<file path="src/rtl/i2c_xfer_pkg.sv">
// Shared types and constants for the I2C slave transaction controller.
package i2c_xfer_pkg;

    typedef enum logic [1:0] {
        ST_IDLE = 2'd0,
        ST_WR   = 2'd1,
        ST_RD   = 2'd2
    } xfer_state_t;

    localparam int DEPTH_LOG2_DEF = 4;
    localparam int WDOG_W         = 16;

    // One extra wrap bit distinguishes full from empty.
    function automatic int ptr_w(input int depth_log2);
        return depth_log2 + 1;
    endfunction

endpackage

</file>
<file path="src/rtl/i2c_cmt_fifo.sv">
// 32-bit word FIFO with a speculative/commit pointer pair on one side.
// SPEC_RD=1: read side is speculative (TX); SPEC_RD=0: write side is speculative (RX).
module i2c_cmt_fifo
    import i2c_xfer_pkg::*;
#(
    parameter int DEPTH_LOG2 = DEPTH_LOG2_DEF,
    parameter bit SPEC_RD    = 1'b0
) (
    input  logic                  clk,
    input  logic                  rst,
    input  logic                  i_push,
    input  logic [31:0]           i_wdata,
    input  logic                  i_pop,
    input  logic                  i_commit,
    input  logic                  i_rewind,
    output logic                  o_full,
    output logic                  o_empty,
    output logic [DEPTH_LOG2:0]   o_cnt,
    output logic [31:0]           o_rdata,
    output logic                  o_pend
);
    localparam int PW = ptr_w(DEPTH_LOG2);
    localparam logic [PW-1:0] FULL_CNT = {1'b1, {DEPTH_LOG2{1'b0}}};

    logic [PW-1:0] r_wr, r_rd, r_cmt;
    logic [31:0]   r_mem [2**DEPTH_LOG2];
    logic          w_push_ok, w_pop_ok;

    // r_cmt trails the speculative pointer; the host-facing flags use it.
    generate
        if (SPEC_RD) begin : g_tx
            assign o_full  = (r_wr - r_cmt) == FULL_CNT;
            assign o_empty = r_wr == r_rd;
            assign o_cnt   = r_wr - r_cmt;
            assign o_pend  = r_rd != r_cmt;
        end else begin : g_rx
            assign o_full  = (r_wr - r_rd) == FULL_CNT;
            assign o_empty = r_cmt == r_rd;
            assign o_cnt   = r_cmt - r_rd;
            assign o_pend  = r_wr != r_cmt;
        end
    endgenerate

    assign w_push_ok = i_push & ~o_full;
    assign w_pop_ok  = i_pop & ~o_empty;
    assign o_rdata   = r_mem[r_rd[DEPTH_LOG2-1:0]];

    always_ff @(posedge clk) begin
        if (w_push_ok)
            r_mem[r_wr[DEPTH_LOG2-1:0]] <= i_wdata;
    end

    always_ff @(posedge clk) begin
        if (rst) begin
            r_wr  <= '0;
            r_rd  <= '0;
            r_cmt <= '0;
        end else if (SPEC_RD) begin
            if (w_push_ok)
                r_wr <= r_wr + 1'b1;
            if (i_rewind)
                r_rd <= r_cmt;
            else if (w_pop_ok)
                r_rd <= r_rd + 1'b1;
            if (i_commit)
                r_cmt <= r_rd;
        end else begin
            if (i_rewind)
                r_wr <= r_cmt;
            else if (w_push_ok)
                r_wr <= r_wr + 1'b1;
            if (w_pop_ok)
                r_rd <= r_rd + 1'b1;
            if (i_commit)
                r_cmt <= r_wr;
        end
    end

endmodule

</file>
<file path="src/rtl/i2c_xfer_ctrl.sv">
// I2C slave transaction controller: commit/rewind RX and TX buffers, watchdog, irqs.
// Optional statistics counters built when I2C_XFER_CTRL_STAT_EN is defined.
module i2c_xfer_ctrl
    import i2c_xfer_pkg::*;
#(
    parameter int                DEPTH_LOG2 = DEPTH_LOG2_DEF,
    parameter logic [6:0]        ADDR_RST   = 7'h40,
    parameter logic [WDOG_W-1:0] TIMEOUT    = 16'd50000
) (
    input  logic                  clk,
    input  logic                  rst,
    output logic [6:0]            phy_addr,
    output logic                  phy_full,
    input  logic                  phy_push,
    input  logic [31:0]           phy_dout,
    output logic                  phy_empty,
    input  logic                  phy_pop,
    output logic [31:0]           phy_din,
    input  logic                  phy_wstop,
    input  logic                  phy_rstop,
    input  logic                  phy_rerr,
    input  logic                  cfg_addr_we,
    input  logic [6:0]            cfg_addr,
    input  logic                  tx_we,
    input  logic [31:0]           tx_data,
    output logic                  tx_full,
    output logic [DEPTH_LOG2:0]   tx_cnt,
    input  logic                  rx_re,
    output logic [31:0]           rx_data,
    output logic                  rx_empty,
    output logic [DEPTH_LOG2:0]   rx_cnt,
    output logic                  irq_rx,
    output logic                  irq_err,
    output logic [15:0]           stat_wr,
    output logic [15:0]           stat_rerr,
    output logic [15:0]           stat_tout
);
    xfer_state_t       r_state;
    logic [WDOG_W-1:0] r_wdog;
    logic [6:0]        r_addr;
    logic              r_ovf, r_irq_rx, r_irq_err;

    logic w_act, w_tout, w_ovf;
    logic w_rx_commit, w_rx_discard, w_rx_pend;
    logic w_tx_commit, w_tx_rewind, w_tx_pend;

    assign w_act  = phy_push | phy_pop | phy_wstop | phy_rstop | phy_rerr;
    assign w_tout = (r_state != ST_IDLE) && !w_act && (r_wdog == TIMEOUT - 1'b1);
    // A push into a full buffer in the stop cycle still poisons the transaction.
    assign w_ovf  = r_ovf | (phy_push & phy_full);

    assign w_rx_commit  = phy_wstop & ~w_ovf & w_rx_pend;
    assign w_rx_discard = (phy_wstop & w_ovf) | (w_tout & (r_state == ST_WR));
    assign w_tx_commit  = phy_rstop & ~phy_rerr & w_tx_pend;
    assign w_tx_rewind  = phy_rerr | (w_tout & (r_state == ST_RD));

    i2c_cmt_fifo #(.DEPTH_LOG2(DEPTH_LOG2), .SPEC_RD(1'b0)) u_rx (
        .clk      (clk),
        .rst      (rst),
        .i_push   (phy_push),
        .i_wdata  (phy_dout),
        .i_pop    (rx_re),
        .i_commit (w_rx_commit),
        .i_rewind (w_rx_discard),
        .o_full   (phy_full),
        .o_empty  (rx_empty),
        .o_cnt    (rx_cnt),
        .o_rdata  (rx_data),
        .o_pend   (w_rx_pend)
    );

    i2c_cmt_fifo #(.DEPTH_LOG2(DEPTH_LOG2), .SPEC_RD(1'b1)) u_tx (
        .clk      (clk),
        .rst      (rst),
        .i_push   (tx_we),
        .i_wdata  (tx_data),
        .i_pop    (phy_pop),
        .i_commit (w_tx_commit),
        .i_rewind (w_tx_rewind),
        .o_full   (tx_full),
        .o_empty  (phy_empty),
        .o_cnt    (tx_cnt),
        .o_rdata  (phy_din),
        .o_pend   (w_tx_pend)
    );

    always_ff @(posedge clk) begin
        if (rst) begin
            r_state   <= ST_IDLE;
            r_wdog    <= '0;
            r_addr    <= ADDR_RST;
            r_ovf     <= 1'b0;
            r_irq_rx  <= 1'b0;
            r_irq_err <= 1'b0;
        end else begin
            case (r_state)
                ST_IDLE: begin
                    if (phy_push)
                        r_state <= ST_WR;
                    else if (phy_pop)
                        r_state <= ST_RD;
                end
                ST_WR:   if (phy_wstop || w_tout) r_state <= ST_IDLE;
                ST_RD:   if (phy_rstop || phy_rerr || w_tout) r_state <= ST_IDLE;
                default: r_state <= ST_IDLE;
            endcase
            r_wdog    <= (r_state == ST_IDLE || w_act || w_tout) ? '0 : r_wdog + 1'b1;
            r_ovf     <= w_rx_discard ? 1'b0 : w_ovf;
            r_irq_rx  <= w_rx_commit;
            r_irq_err <= w_rx_discard | w_tx_rewind;
            if (cfg_addr_we)
                r_addr <= cfg_addr;
        end
    end

    assign phy_addr = r_addr;
    assign irq_rx   = r_irq_rx;
    assign irq_err  = r_irq_err;

`ifdef I2C_XFER_CTRL_STAT_EN
    logic [15:0] r_stat_wr, r_stat_rerr, r_stat_tout;

    // Saturating event counters.
    always_ff @(posedge clk) begin
        if (rst) begin
            r_stat_wr   <= '0;
            r_stat_rerr <= '0;
            r_stat_tout <= '0;
        end else begin
            if (w_rx_commit && r_stat_wr != 16'hFFFF)
                r_stat_wr <= r_stat_wr + 1'b1;
            if (phy_rerr && r_stat_rerr != 16'hFFFF)
                r_stat_rerr <= r_stat_rerr + 1'b1;
            if (w_tout && r_stat_tout != 16'hFFFF)
                r_stat_tout <= r_stat_tout + 1'b1;
        end
    end

    assign stat_wr   = r_stat_wr;
    assign stat_rerr = r_stat_rerr;
    assign stat_tout = r_stat_tout;
`else
    assign stat_wr   = '0;
    assign stat_rerr = '0;
    assign stat_tout = '0;
`endif

endmodule

</file>
<file path="config.mk">
export PLATFORM = sky130hd
export DESIGN_NAME = i2c_xfer_ctrl
export DESIGN_NICKNAME = d
export VERILOG_FILES = /design/src/rtl/i2c_xfer_pkg.sv /design/src/rtl/i2c_cmt_fifo.sv /design/src/rtl/i2c_xfer_ctrl.sv
export SDC_FILE = /design/constraint.sdc
export NUM_CORES = 1
export LEC_CHECK = 0
export CAP_MARGIN = 20
export CORE_MARGIN = 8
export CORE_UTILIZATION = 50
export CTS_BUF_LIST = sky130_fd_sc_hd__clkbuf_16
export DETAILED_ROUTE_END_ITERATION = 8
export GPL_TIMING_DRIVEN = 0
export PLACE_DENSITY = 0.66
export SLEW_MARGIN = 10
export SYNTH_ARGS = -nofsm -noshare
export SYNTH_HDL_FRONTEND = slang
export SYNTH_SLANG_ARGS = --single-unit
</file>
<file path="constraint.sdc">
create_clock -name clk -period 8.2 [get_ports clk]
set_clock_uncertainty 0.15 [all_clocks]
set_input_delay 1.23 -clock clk [delete_from_list [all_inputs] [get_ports clk]]
set_output_delay 1.23 -clock clk [all_outputs]
set_load 0.02 [all_outputs]
</file>
# == Word level (Yosys, flattened, before mapping) ==
# Memory sizes are Yosys's and may differ from the RTL's. A register that Yosys moved wholly into a read port is not among the register bits.
# Cells that the tools add are included.
# classes
add_sub_neg,8
n_eq_ne,12
mux,17
bitwise,26
reduce_logical,15
# op_table
op,n
"adder 5 x 1 -> 5 bit, second input constant",4
2-to-1 mux 5 bit,4
"adder 16 x 1 -> 16 bit, second input constant",1
"equality test 16 bit, second input constant",1
2-to-1 mux 4 bit,4
subtractor 5 bit,3
bitwise AND 1 bit,12
equality test 5 bit,2
"equality test 5 bit, second input constant",2
inequality test 5 bit,2
2-to-1 mux 2 bit,4
bitwise OR 1 bit,8
inverter 1 bit,6
one-hot mux 2 bit (3 select lines),1
nonzero test 2 bit,3
logical OR 1 bit,5
2-to-1 mux 1 bit,4
"inequality test 2 x 1 -> 1 bit, second input constant",2
OR reduction 2 bit,2
"inequality test 3 bit, second input constant",1
AND reduction 3 bit,1
"equality test 2 x 1 -> 1 bit, second input constant",1
"equality test 2 bit, second input constant",1
logical AND 1 bit,2
2 further kinds,2
# word_totals
regBits,58
mem_bits_rw,1024
inputBits,81
output_inout_bits,135
elab_cells,92
mem_count,2
# mem_list
memory,words,width,read_ports,rd_clocked_by_memory_dff,write_ports,line_no,source
u_rx.r_mem,16,32,1,1,1,i2c_cmt_fifo.sv:26,logic [31:0] r_mem [2**DEPTH_LOG2];
u_tx.r_mem,16,32,1,1,1,i2c_cmt_fifo.sv:26,

# == Logic depth before layout (Yosys ltp) ==
# logic_depth
word_depth,12
ltp_mapped,11

# == By module ==
# A second synthesis with hierarchy kept.
# unflattened
hier_cells,1889
area_unflattened_um2,42623.4
# by_module_without_submodules
mod,n_inst,cells_per_inst,area_per_inst_um2
i2c_cmt_fifo at u_rx,1,852,20574.7
i2c_cmt_fifo at u_tx,1,854,20462.1
i2c_xfer_ctrl,1,183,1586.5

# == Worst setup path before layout ==
# No wires, ideal clock.
# synth_path
path_type,register to register
from,register u_tx.r_wr[0]
to,"memory u_tx.r_mem[3][0], enable pin"
arrival_ps,4334
required_time_ps,7589
path_slack_ps,3255
stages_incl_launch_ff,11
period_less_slack_ps,4945
path_cell_list,dfxtp_1 -> inv_1 -> ha_1 -> inv_1 -> fa_1 -> a21o_1 -> a21oi_1 -> xnor2_1 -> o211a_1 -> nand3b_1 -> nor3_1
# synth_between
elab_chain_len,6
# synth_rtl
item,line_no,source
start: declaration,i2c_cmt_fifo.sv:25,"logic [PW-1:0] r_wr, r_rd, r_cmt;"
start signal: assignment,i2c_cmt_fifo.sv:60,r_wr <= r_wr + 1'b1;
start signal: assignment,i2c_cmt_fifo.sv:69,r_wr <= r_cmt;
start signal: assignment,i2c_cmt_fifo.sv:71,r_wr <= r_wr + 1'b1;
subtractor 5 bit,n/a,
named net tx_cnt[4],i2c_xfer_ctrl.sv:27,"output logic [DEPTH_LOG2:0] tx_cnt,"
equality test 5 bit,i2c_cmt_fifo.sv:32,assign o_full = (r_wr - r_cmt) == FULL_CNT;
named net tx_full,i2c_xfer_ctrl.sv:26,"output logic tx_full,"
inverter 1 bit,i2c_cmt_fifo.sv:44,assign w_push_ok = i_push & ~o_full;
bitwise AND 1 bit,i2c_cmt_fifo.sv:44,
2-to-1 mux 1 bit,i2c_cmt_fifo.sv:49,if (w_push_ok)
2-to-1 mux 1 bit (implied by the code),i2c_cmt_fifo.sv:50,r_mem[r_wr[DEPTH_LOG2-1:0]] <= i_wdata;
end: declaration,i2c_cmt_fifo.sv:26,
# The timed path passes the listed nets, and every way through them passes these cells.

==> summary.md <==
| Metric | Value |
|---|---|
| Outcome | `completed` |
| DP HPWL | `60200 µm` |
| Final design utilization | `0.596` |
| Worst ir drop on vdd | `0.195 mV` |
| Crit path kind | `reg -> out` |
| DRC Markers | `0` |
| Post-synthesis register bit count | `roughly 1100` |
| Post-CTS sizing | `0` |
| Initial antenna violation count | `10` |
| Post-layout min period | `5.48 ns` |
| Die Y | `307 µm` |
| Worst hold slack | `0.305 ns` |
| Setup violators final | `0` |
| Switching share of power | `0.255` |
| Num Clock Sinks | `1090` |
| CP Cell Sequence | `clkbuf_1 -> clkbuf_1 -> mux4_2 -> mux4_2 -> clkdlybuf4s50_1` |
| Largest net degree at the start of global routing | `26` |
| Psw | `3.46 mW` |
| Post-CTS setup buffers | `0` |
| Root Buffer | `clkbuf_16` |
| Worst Setup Start Kind | `register` |
| Area of the multi-input gates | `9620 µm²` |
| Synth warn | `0` |
| FF-to-FF Start | `u_tx.r_wr[0]` |
| Post-Synthesis Cell Area | `42200 µm²` |
| R2R cell count | `12` |
| Fmax | `182 MHz` |
| PwrDens | `271 nW/µm²` |
| Cell taking the most area after synthesis | `edfxtp_1` |
| Crit-path max cell delay | `roughly 0.8 ns` |
| Share of cells above drive strength 1 | `0.270` |
| MaxCap Viol Count | `0` |
| Slew Limit Fails | `0` |
| Syn-to-layout area delta | `18.2%` |
| Antenna Violating Nets Remaining | `0` |
| Final Hold Viols | `0` |
| Routed WL per cell | `27.3 µm` |
| EDFF count, synth | `1024` |
| Clk buf depth | `3` |
| Die W | `307 µm` |
| Post-synth ARST share | `0` |
| CTS tree | `yes` |
| Clk pwr share | `0.341` |
| Post-synth cell types | `49` |
| Avg Cell Area, Syn | `around 22 µm²` |
| Cell-internal power | `10.1 mW` |
| Setup crit end | `phy_din[28]` |
| Comb pwr share | `0.182` |
| Port bufs | `166` |
| RR Endpoint | `u_tx.r_mem[5][16]` |
| DRC violation total after the first TritonRoute iteration | `2125` |
| CP endpoint kind | `output pin` |
| Tcrit/Tclk final | `0.668` |
| Worst slew margin | `0.299` |
| Post-Route WL | `95400 µm` |
| WP data required | `6.82 ns` |
| Htree depth | `3` |
| TritonCTS Buffers | `109` |
| Gpl congestion | `0.808` |
| Largest delay share family, worst path | `buffers and inverters` |
| Sequential Area | `32100 µm²` |
| Critical path arrival | `4.10 ns` |
| Vias in the first global route | `between 20000 and 25000` |
| Overflow left after global routing | `0` |
| IO Pins | `around 220` |
| Detailed Routing Iterations Pass 1 | `5` |
| Initial Util | `0.504` |
| Unrepaired setup endpoints after global routing | `false` |
| Synth Flop Type | `edfxtp_1` |
| Layout net count | `about 2400` |
| CP max FO | `10` |
| Post-synthesis sequential area ratio | `0.760` |
| First-pass GRT wire length | `between 100000 and 150000 µm` |
| Power Total | `13.5 mW` |
| Seq pwr share | `0.477` |
| Hold_sp | `r_wdog[0]` |
| Tot GR Track Use | `0.202` |
| Levels on crit path | `5` |
| Die Area | `approximately 94000 µm²` |
| Row cnt | `~110` |
| Leak | `15.9 nW` |
| Crit-path slowest cell | `clkbuf_1` |
| Worst-Skew Late Latency | `slightly below 0.7 ns` |
| Vias per cell | `approximately 5.8` |
| Post-Synthesis Cells | `about 1900` |
| HP Class | `reg -> reg` |
| Crit path buffers/inverters | `3` |
| Worst-margin pin slew | `~1.1 ns` |
| Hold-fix buffers, CTS | `0` |
| Layout fillers | `5913` |
| Top cells by area, synth | `edfxtp_1 (73%), mux4_2 (17%), dfxtp_1 (3.1%)` |
| Worst-path clk slew | `around 0.060 ns` |
| Core area | `83700 µm²` |
| Yosys top cell area share | `0.728` |
| R2R Setup Slk | `4.19 ns` |
| Vias | `20200` |
[final cells by class]
type,instances,area share
sequential,1090,0.643
multi-input combinational,677,0.193
clock buffer,110,0.0552
timing repair buffer,222,0.0522
tap,1134,0.0284
buffer,135,0.0148
clock inverter,97,0.0118
inverter,27,0.00203
antenna,3,0.000150
[routing by layer]
metal / global-route usage / vias up / wire length, µm
met3: 0.0458 / 126 / 6750
li1: - / 8535 / -
met1: 0.269 / 10900 / 38400
met2: 0.341 / 673 / 48400
met4: 0.0508 / 12 / 1800
met5: 0 / - / 76
[power groups by stage]
stage               clock (mW)  combinational, mW  sequential, mW
floorplan                    0               1.48            6.56
global placement             0               2.37            6.59
detailed placement           0               2.49            6.57
CTS                       4.68               2.51            6.46
global route              4.90               2.62            6.47
finish                    4.61               2.47            6.46
[layout by cell type, fill, tap and decap left out, types with 6 or more instances in the layout]
| master | netlist | routed |
|---|---|---|
| edfxtp_1 | 1024 | 1024 |
| clkbuf_16 | 0 | 110 |
| clkinv_1 | 0 | 32 |
| a21oi_1 | 11 | 11 |
| clkinv_2 | 0 | 18 |
| xor2_1 | 22 | 22 |
| ha_1 | 23 | 23 |
| mux2i_1 | 19 | 19 |
| buf_2 | 27 | 27 |
| buf_4 | 48 | 61 |
| buf_6 | 1 | 12 |
| nor2_1 | 80 | 68 |
| dfxtp_1 | 66 | 66 |
| clkbuf_1 | 55 | 55 |
| nand3_1 | 9 | 9 |
| nor3_2 | 1 | 6 |
| and3_2 | 0 | 12 |
| conb_1 | 1 | 48 |
| nor3_1 | 12 | 7 |
| nor2b_1 | 15 | 13 |
| nand2b_1 | 7 | 7 |
| xnor2_1 | 22 | 22 |
| inv_1 | 27 | 57 |
| nand4_1 | 8 | 8 |
| a211oi_1 | 9 | 9 |
| buf_16 | 0 | 12 |
| nand2_1 | 16 | 16 |
| mux4_2 | 320 | 320 |
| clkdlybuf4s50_1 | 0 | 166 |
| buf_12 | 0 | 18 |
| nor2_4 | 0 | 12 |
[Yosys cell counts, types with 19 or more instances]
cell         n
ha_1        23
dfxtp_1     66
mux4_2     320
inv_1       27
xor2_1      22
clkbuf_1    55
edfxtp_1  1024
mux2i_1     19
nor2_1      80
xnor2_1     22
buf_4       48
buf_2       27
[state kept, by name, indices dropped and copies added (netlist names), 2 cells and up, named ones only]
name	cells
phy_addr	7
r_state	2
r_wdog	16
u_rx.r_cmt	5
u_rx.r_mem	512
u_rx.r_rd	5
u_rx.r_wr	5
u_tx.r_cmt	5
u_tx.r_mem	512
u_tx.r_rd	5
u_tx.r_wr	5
[per-stage QoR]
step                      setup TNS, ns  cells  setup slack [ns]  area (µm²)
after global routing                  0   3493              2.64       49900
after floorplan                       0   1929              3.26       42400
after detailed placement              0   3281              3.43       46500
after CTS                             0   3488              2.72       49800
final                                 0   3495              2.72       49900
after global placement           -33.89   3229            -0.361       45500
[cells by family (layout without fill, tap and decap cells)]
kind of cell / after synthesis / count (layout) / share of synthesized area
flip-flops: 1090 / 1090 / 0.760
adder cells (fa/ha/maj): 25 / 25 / 0.00777
other: 1 / 51 / 0.0000888
buffers and inverters: 162 / 591 / 0.0199
multiplexers: 343 / 343 / 0.176
XOR/XNOR: 44 / 44 / 0.00913
AO/OA/AOI/OAI: 39 / 39 / 0.00643
AND/OR/NAND/NOR: 178 / 178 / 0.0207
[worst register-to-register path, delay by kind of cell (launching register included)]
family	cells	cell delay [ns]
buffers and inverters	4	0.84
adders and majority gates	2	0.62
DFF	1	0.38
AOI/OAI and AO/OA	3	0.59
xor gates and xnor gates	1	0.12
and+or+nand+nor	2	0.98
[worst min path at each step]
stage                 to  slack [ns]  depth (start not counted)
6_report       r_wdog[0]        0.31                          1
5_1_grt        r_wdog[0]        0.33                          1
4_1_cts        r_wdog[0]        0.31                          1
3_5_place_dp   r_wdog[0]        0.30                          1
3_3_place_gp   r_wdog[0]        0.28                          1
2_1_floorplan  r_wdog[0]        0.27                          1
(Power assumes the default switching activity.)
